<file path="config.mk">
export PLATFORM = sky130hd
export DESIGN_NAME = reg_file_gen
export DESIGN_NICKNAME = d
export VERILOG_FILES = /design/src/rtl/reg_file_pkg.sv /design/src/rtl/reg_scoreboard.sv /design/src/rtl/reg_file_gen.sv
export SDC_FILE = /design/constraint.sdc
export NUM_CORES = 1
export LEC_CHECK = 0
export ABC_AREA = 1
export CORE_UTILIZATION = 31
export CTS_BUF_LIST = sky130_fd_sc_hd__clkbuf_4
export DETAILED_ROUTE_END_ITERATION = 6
export SETUP_SLACK_MARGIN = 0.3
export SLEW_MARGIN = 20
export SYNTH_ARGS = -nofsm -noshare
export SYNTH_HDL_FRONTEND = slang
export SYNTH_SLANG_ARGS = --single-unit
</file>
<file path="constraint.sdc">
create_clock -name clk -period 2.96 [get_ports clk]
set_input_delay 0.888 -clock clk [delete_from_list [all_inputs] [get_ports clk]]
set_output_delay 0.888 -clock clk [all_outputs]
set_load 0.005 [all_outputs]
</file>
<file path="src/rtl/reg_file_pkg.sv">
// ---------------------------------------------------------------------------
// reg_file_pkg
// Shared constants and types for the parametrised register file.
//   REG_DATA_W  : default register width in bits
//   REG_ADDR_W  : default address width (depth = 2**REG_ADDR_W)
//   REG_SPECIAL : default index of the register owned by the special port
//   reg_word_t  : register data word at the default width
//   reg_addr_t  : register address at the default width
// ---------------------------------------------------------------------------
package reg_file_pkg;

    localparam int REG_DATA_W  = 16;
    localparam int REG_ADDR_W  = 4;
    localparam int REG_SPECIAL = 15;

    typedef logic [REG_DATA_W-1:0] reg_word_t;
    typedef logic [REG_ADDR_W-1:0] reg_addr_t;

endpackage

</file>
<file path="src/rtl/reg_scoreboard.sv">
// ---------------------------------------------------------------------------
// reg_scoreboard
// One busy bit per register, tracking results still pending from
// multi-cycle units so the hazard unit can stall decode.
// Ports:
//   clk        : system clock, rising edge
//   rst        : asynchronous active-low reset, clears all busy bits
//   lock_en    : mark lock_addr busy at the next edge (already qualified)
//   lock_addr  : register to mark busy
//   wr1_en     : general write commits this cycle (already qualified)
//   wr1_addr   : general write address
//   wr2_en     : special write commits this cycle (already qualified)
//   wr2_addr   : special register index
//   rd_addr1/2 : registers looked up for busy1/busy2
//   busy1/2    : pending flag of rd_addr1/rd_addr2, with same-cycle clear bypass
// ---------------------------------------------------------------------------
module reg_scoreboard #(
    parameter int ADDR_W = 4
) (
    input  logic              clk,
    input  logic              rst,
    input  logic              lock_en,
    input  logic [ADDR_W-1:0] lock_addr,
    input  logic              wr1_en,
    input  logic [ADDR_W-1:0] wr1_addr,
    input  logic              wr2_en,
    input  logic [ADDR_W-1:0] wr2_addr,
    input  logic [ADDR_W-1:0] rd_addr1,
    input  logic [ADDR_W-1:0] rd_addr2,
    output logic              busy1,
    output logic              busy2
);

    localparam int DEPTH = 2**ADDR_W;

    logic [DEPTH-1:0] r_busy;
    logic [DEPTH-1:0] w_lockVec;
    logic [DEPTH-1:0] w_wrVec;
    logic [DEPTH-1:0] w_busyNext;

    // Decode this cycle's lock and write commits into one-hot vectors.
    // A lock overrides a clear on the same register: the newly issued
    // multi-cycle op is the one still pending after the edge.
    always_comb begin
        w_lockVec = '0;
        w_wrVec   = '0;
        if (lock_en) w_lockVec[lock_addr] = 1'b1;
        if (wr1_en)  w_wrVec[wr1_addr]    = 1'b1;
        if (wr2_en)  w_wrVec[wr2_addr]    = 1'b1;
        w_busyNext = (r_busy & ~w_wrVec) | w_lockVec;
    end

    always_ff @(posedge clk or negedge rst) begin
        if (!rst) begin
            r_busy <= '0;
        end else begin
            r_busy <= w_busyNext;
        end
    end

    // A write landing this cycle already resolves the hazard, unless a
    // fresh lock on the same register re-arms it.
    always_comb begin
        busy1 = r_busy[rd_addr1] & ~(w_wrVec[rd_addr1] & ~w_lockVec[rd_addr1]);
        busy2 = r_busy[rd_addr2] & ~(w_wrVec[rd_addr2] & ~w_lockVec[rd_addr2]);
    end

endmodule

</file>
<file path="src/rtl/reg_file_gen.sv">
// ---------------------------------------------------------------------------
// reg_file_gen
// Parametrised register file: two combinational read ports with
// write-through bypass, one general write port, a dedicated special-register
// write port and a per-register busy scoreboard.
// Optional build macro REG_FILE_ZERO_REG_EN: register 0 hardwired to zero
// (writes and locks to it dropped, reads return 0).
// Ports:
//   clk, rst            : clock (rising edge), async active-low reset
//   rd_addr1, rd_addr2  : read addresses; rd_data1/rd_data2 are the data
//   wr_addr/data/en     : general write port
//   sp_data, sp_wr      : special-register write port (register SPECIAL_REG)
//   lock_en, lock_addr  : mark a register busy (multi-cycle op issued)
//   rd_sp               : bypassed value of the special register
//   busy1, busy2        : pending flags for rd_addr1 / rd_addr2
// ---------------------------------------------------------------------------
module reg_file_gen
    import reg_file_pkg::*;
#(
    parameter int DATA_W      = REG_DATA_W,
    parameter int ADDR_W      = REG_ADDR_W,
    parameter int SPECIAL_REG = REG_SPECIAL
) (
    input  logic              clk,
    input  logic              rst,
    input  logic [ADDR_W-1:0] rd_addr1,
    input  logic [ADDR_W-1:0] rd_addr2,
    input  logic [ADDR_W-1:0] wr_addr,
    input  logic [DATA_W-1:0] wr_data,
    input  logic              wr_en,
    input  logic [DATA_W-1:0] sp_data,
    input  logic              sp_wr,
    input  logic              lock_en,
    input  logic [ADDR_W-1:0] lock_addr,
    output logic [DATA_W-1:0] rd_data1,
    output logic [DATA_W-1:0] rd_data2,
    output logic [DATA_W-1:0] rd_sp,
    output logic              busy1,
    output logic              busy2
);

    localparam int                DEPTH   = 2**ADDR_W;
    localparam logic [ADDR_W-1:0] SP_ADDR = ADDR_W'(SPECIAL_REG);

    logic [DATA_W-1:0] r_mem [DEPTH];
    logic              w_genWr;
    logic              w_spWr;
    logic              w_lockEn;

    // Qualify the raw enables once so storage, bypass and scoreboard all
    // agree on what commits. Everything is gated by reset so that nothing
    // leaks through the bypass while rst is low. When both ports target
    // the special register the general port wins, so the special port is
    // treated as not writing at all.
    always_comb begin
        w_genWr  = wr_en & rst;
        w_spWr   = sp_wr & rst;
        w_lockEn = lock_en & rst;
`ifdef REG_FILE_ZERO_REG_EN
        if (wr_addr == '0)   w_genWr  = 1'b0;
        if (SP_ADDR == '0)   w_spWr   = 1'b0;
        if (lock_addr == '0) w_lockEn = 1'b0;
`endif
        if (w_genWr && (wr_addr == SP_ADDR)) w_spWr = 1'b0;
    end

    always_ff @(posedge clk or negedge rst) begin
        if (!rst) begin
            for (int i = 0; i < DEPTH; i++) begin
                r_mem[i] <= '0;
            end
        end else begin
            if (w_spWr)  r_mem[SP_ADDR] <= sp_data;
            if (w_genWr) r_mem[wr_addr] <= wr_data;
        end
    end

    // Bypassed read: same-cycle write data takes precedence over storage,
    // general port before special port.
    function automatic logic [DATA_W-1:0] bypassRead(
        input logic [ADDR_W-1:0] addr,
        input logic              genWr,
        input logic [ADDR_W-1:0] genAddr,
        input logic [DATA_W-1:0] genData,
        input logic              spWr,
        input logic [DATA_W-1:0] spData,
        input logic [DATA_W-1:0] stored
    );
        logic [DATA_W-1:0] result;
        result = stored;
        if (genWr && (genAddr == addr)) begin
            result = genData;
        end else if (spWr && (addr == SP_ADDR)) begin
            result = spData;
        end
        return result;
    endfunction

    always_comb begin
        rd_data1 = bypassRead(rd_addr1, w_genWr, wr_addr, wr_data, w_spWr, sp_data, r_mem[rd_addr1]);
        rd_data2 = bypassRead(rd_addr2, w_genWr, wr_addr, wr_data, w_spWr, sp_data, r_mem[rd_addr2]);
        rd_sp    = bypassRead(SP_ADDR,  w_genWr, wr_addr, wr_data, w_spWr, sp_data, r_mem[SP_ADDR]);
    end

    reg_scoreboard #(
        .ADDR_W (ADDR_W)
    ) u_scoreboard (
        .clk       (clk),
        .rst       (rst),
        .lock_en   (w_lockEn),
        .lock_addr (lock_addr),
        .wr1_en    (w_genWr),
        .wr1_addr  (wr_addr),
        .wr2_en    (w_spWr),
        .wr2_addr  (SP_ADDR),
        .rd_addr1  (rd_addr1),
        .rd_addr2  (rd_addr2),
        .busy1     (busy1),
        .busy2     (busy2)
    );

endmodule

</file>
Word level (Yosys, flattened, before mapping)

Cells that the tools add are included.

Bits in registers: 272
Input bits: 53
Output and inout bits: 50
Word-level logic and storage cells: 93

Order comparisons: 10
Equal/unequal tests: 5
Multiplexer cells: 36
Bitwise operators: 17
Reduce and logical (&&, ||, !) cells: 8

Operators with widths:

| operator                                                                     | count |
|---|---|
| 256-bit bitwise mux                                                          | 1 |
| 16-bit 2-to-1 mux                                                            | 15 |
| 16-bit binary-select mux with 4-bit select                                   | 2 |
| 16-bit demux with 4-bit select                                               | 1 |
| 1-bit binary-select mux with 4-bit select                                    | 6 |
| 4-bit by 5-bit less-than comparator with 1-bit output, second input constant | 4 |
| 16-bit AND                                                                   | 1 |
| 16-bit inverter                                                              | 1 |
| 16-bit bitwise OR                                                            | 1 |
| 5-bit >= comparator, second input constant                                   | 3 |
| 4-bit inverter with 5-bit output                                             | 3 |
| 4-bit equality test, second input constant                                   | 3 |
| 1-bit 2-to-1 mux                                                             | 9 |
| 1-bit demux with 4-bit select                                                | 2 |
| 4-bit equality test                                                          | 2 |
| 4-bit by 1-bit >= comparator with 1-bit output, second input constant        | 2 |
| 1-bit logical AND                                                            | 8 |
| 1-bit AND                                                                    | 7 |
| 5-bit by 1-bit less-than comparator with 1-bit output, second input constant | 1 |
| 1-bit inverter                                                               | 4 |

Logic depth before layout (Yosys ltp)

Depth in word-level cells: 11
Depth in mapped cells: 13
Mapped depth without buffers: 12

By module

From an unflattened synthesis, not the netlist that was laid out.

Cells, all modules: 2,826
Area total of the unflattened synthesis: 17,917.2 sq um

Modules (own cells, without submodules):

| module         | instances | cells an instance | area each (sq um) |
|---|---|---|---|
| reg_file_gen   | 1         | 2,484             | 16,005.4 |
| reg_scoreboard | 1         | 342               | 1,911.8 |

Worst setup path before layout

OpenSTA, ideal clock, no wires.

Path type: input to output
From: input port wr_addr[3]
To: output port rd_data1[10]
Arrival time: 2.089 ns
Required time: 2.072 ns
Setup slack: -0.017 ns
Stages: 12
Buffers on the path: 2
Cell sequence: buf_2 -> nand2_1 -> inv_1 -> nand2_4 -> nand3_4 -> inv_4 -> nand3_2 -> buf_2 -> o21ai_0 -> inv_1 -> nand2_1 -> nand2_1

Cells in the longest elaborated chain, start to end: 6

Ends and longest elaborated chain:

| item                | line               | text |
|---|---|---|
| from (decl)         | reg_file_gen.sv:28 | `input logic [ADDR_W-1:0] wr_addr,` |
| 4-bit equality test | reg_file_gen.sv:64 | `if (w_genWr && (wr_addr == SP_ADDR)) w_spWr = 1'b0;` |
| 1-bit logical AND   | reg_file_gen.sv:64 |  |
| 1-bit 2-to-1 mux    | reg_file_gen.sv:64 |  |
| 1-bit logical AND   | reg_file_gen.sv:93 | `end else if (spWr && (addr == SP_ADDR)) begin` |
| 16-bit 2-to-1 mux   | reg_file_gen.sv:93 |  |
| 16-bit 2-to-1 mux * | reg_file_gen.sv:91 | `if (genWr && (genAddr == addr)) begin` |
| to (decl)           | reg_file_gen.sv:35 | `output logic [DATA_W-1:0] rd_data1,` |

Mark *: on every way between the ends. The rest lies on a longest branch, timed or not.

Worst setup path in the final report

From: input port rd_addr1[0]
To: output port rd_data1[6]

Cells in the longest elaborated chain, start to end: 6

Ends and longest elaborated chain:

| item                                                   | line                | text |
|---|---|---|
| from (decl)                                            | reg_file_gen.sv:26  | `input logic [ADDR_W-1:0] rd_addr1,` |
| 4-bit inverter with 5-bit output (not written as such) | reg_file_gen.sv:100 | `rd_data1 = bypassRead(rd_addr1, w_genWr, wr_addr, wr_data, w_spWr, sp_data, r_mem[rd_addr1]);` |
| 16-bit binary-select mux with 4-bit select             | reg_file_gen.sv:100 |  |
| 16-bit 2-to-1 mux (not written as such) (2 in series)  | reg_file_gen.sv:100 |  |
| 16-bit 2-to-1 mux                                      | reg_file_gen.sv:93  |  |
| 16-bit 2-to-1 mux *                                    | reg_file_gen.sv:91  |  |

Mark *: on every way between the ends. The rest lies on a longest branch, timed or not. The select of a mux whose other input is x is not followed.

==> key figures <==
Global routing
  • GR Overflow Total: 0
  • Initial antenna violation count: 3
  • First-pass GRT wire length: about 120,000 um
  • Tot GR Track Use: approximately 30%
  • Vias in the first global route: roughly 19k
  • Largest net degree at the start of global routing: around 160

Routing
  • Routed WL per cell: approximately 23 um
  • Post-Route WL: between 70,000 and 80,000 um
  • Antenna Nets Post-Route: 0
  • DR pass1 iterations: 6
  • Vias: 19.4k
  • DRT iter0 DRCs: 2,291
  • Post-route DRC: 0
  • Post-DR vias/cell: 5.54

Setup path
  • R2r setup slk: 2.03 ns
  • Required time worst endpoint: 2.07 ns
  • Crit Path Category: in2out
  • Data arrival time of the critical path: between 2 and 3 ns
  • Worst setup SP type: input port
  • R2R depth: 3
  • Worst Setup End Kind: output pin
  • Worst-path maximum fanout: 5
  • R2R Path Start: r_mem[15]
  • Critical R2R Capture: r_mem[15]

CTS
  • Clock root buffer: clkbuf_4
  • Hold buffers post-CTS: 0
  • Max H-tree Level: 3
  • Clock transition at the registers of the reported paths: about 0.07 ns
  • CTS tree: built
  • TritonCTS Buffers: between 70 and 80
  • CTS Buffer Depth: 3
  • Worst skew pair latency: 0.81 ns
  • Clock sinks: between 200 and 300

STA
  • RSZ-0062 raised after global routing: yes
  • Min Tclk post-route: 3.49 ns
  • Least-Margin Pin Slew: ~0.99 ns
  • Slew HR: around a third
  • Fmax: around 290 MHz
  • Setup TNS: -15.01 ns
  • Clock Skew: 0 ns
  • Final setup violation count: 49
  • Slew Viols, Final: 0
  • Fin crit share: 118%
  • Final hold violation count: 0
  • Final WS setup: -0.528 ns

Run
  • Max-Cap Viols: 0

Power and ir drop
  • Lkg Pwr: approximately 11 nW
  • Tot Pwr: between 10 and 15 mW
  • PwrDens: about 510 nW/um^2
  • Worst ir drop on vdd: 258 uV

Cells and area
  • # nets final: 2,812
  • Area Overhead vs Synth: 46.0%
  • Final core occ: between 40% and 50%
  • Share of cells above drive strength 1: between 20% and 30%

Yosys
  • Post-synth top cells: 789 x nand2_1, 384 x o21ai_0, 272 x dfrtp_1
  • Top-area cell type share of the netlist area: between 40% and 50%
  • Sequential share of the synthesized area: 42.0%
  • Most frequent cell after synthesis: nand2_1
  • Synth top area cells: dfrtp_1 42%, nand2_1 18%, o21ai_0 12%
  • Post-synth EDFFs: 0
  • Synthesized cell area: about 16,000 sq um
  • Synth Instances: ~2.4k
  • Ys Warns: 0
  • Async SR Flop Fraction: 100%
  • Syn_area_per_cell: approximately 7 sq um
  • Leading area contributor after synthesis: dfrtp_1
  • Synth Register Bits: between 200 and 300
  • Most used DFF post-synth: dfrtp_1
  • Yosys cell types: 32
  • Syn Nets: about 2.4k

Hold path
  • Hold Path Class: in2async

Floorplanning
  • Core Rows: 83
  • I/O pin count: between 100 and 150
  • Chip width: 231 um
  • Core area: between 50,000 and 60,000 sq um
  • Starting density of the core: 31.5%
  • Die Y: about 230 um
  • Die area: about 53,000 sq um

Place
  • Pre-CTS setup slack: -1.13 ns
  • Hpwl dp: ~54,000 um
  • Gpl congestion: roughly 0.95
  • Port bufs: about 100

Outcome
  • Failing checks: setup timing
  • Outcome: finished, violations left
-- worst max-delay path, cell delays in order --
cell	delay, ns
buf_8	0.10
clkinvlp_4	0.16
nand2_8	0.09
buf_12	0.14
o211ai_1	0.61
nand2_1	0.17
nand2_1	0.10
nor2_1	0.04
nand2_1	0.06
nand2_1	0.06
nand2_1	0.06
buf_2	0.11
-- flip-flops by register name, summed over array words and instances (netlist names) --
name	flops
u_scoreboard.r_busy	16
r_mem	256
-- cell families (layout without fill, tap and decap cells) --
group,Yosys count,count (layout),synth area share (%)
AND/OR/NAND/NOR,1063,1063,26.8
other,0,1,0
AO/OA/AOI/OAI,628,628,21.3
flip-flops,272,272,42.0
XOR/XNOR,2,2,0.108
buffers and inverters,394,853,9.71
-- placed cells by master, fill, tap and decap left out, types with 12 or more instances in the layout --
cell	instances
buf_8	18
inv_2	12
nand3_1	81
inv_1	204
clkbuf_4	121
a21oi_2	13
o221ai_2	12
buf_2	51
clkinv_1	17
o21ai_0	348
nor2_1	65
a21oi_1	128
o211ai_1	34
clkdlybuf4s50_1	29
nand3_2	28
o21ai_1	23
dfrtp_1	272
nand2_4	26
buf_16	13
buf_4	238
buf_12	68
nor2_2	18
o221ai_1	17
buf_6	52
o2111ai_1	24
nor2_4	18
o21ai_2	17
nand2_1	706
nand2_2	57
nand4_1	43
-- through the flow --
stage	hold WS, ns	std cells	instance area, sq um
after floorplan	0.464	2359	16500
after global placement	0.477	3244	20100
after detailed placement	0.488	3244	20100
after CTS	0.122	3476	23000
after global routing	0.161	3499	23600
final	0.170	3499	23600
-- worst max path at each step --
stage           startpoint           end  slack [ns]
2_1_floorplan   wr_addr[0]  rd_data1[10]        0.11
3_3_place_gp         wr_en  rd_data2[15]       -1.15
3_5_place_dp    wr_addr[2]  rd_data2[15]       -1.13
4_1_cts        rd_addr1[0]  rd_data1[10]       -0.46
5_1_grt        rd_addr1[0]   rd_data1[3]       -0.52
6_report       rd_addr1[0]   rd_data1[6]       -0.53
-- what timing repair did --
| item | CTS | global route |
|---|---|---|
| gates resized for setup | 530 | 130 |
| endpoints found under the setup margin | 50 | 50 |
| buffers inserted | 79 | 21 |
| cloned | 13 | 1 |
| pin swaps | 128 | 102 |
-- cell type report --
cell class	count	area [sq um]
well taps	680	851
repair buffers	483	5110
fillers	4998	27800
inverters	230	925
diodes	1	2.50
clock inverters	19	108
multi-input cells	1693	8930
flip-flops and latches	272	6810
clock buffers	121	908
-- per-layer routing --
layer | track usage (%) | up-vias | share of wire (%)
met1 | 39.6 | 9183 | 40
met2 | 42.7 | 1305 | 41
met4 | 16.1 | 4 | 5.3
met5 | 0 | - | 0.035
li1 | - | 8617 | -
met3 | 9.58 | 280 | 13
-- power breakdown --
| part | internal [mW] | leakage, nW | switching, mW |
|---|---|---|---|
| combinational | 1.35 | 7.16 | 2.12 |
| sequential | 4.48 | 3.30 | 0.401 |
| clock | 1.94 | 0.608 | 1.79 |
Power figures use the tool's default switching activity.
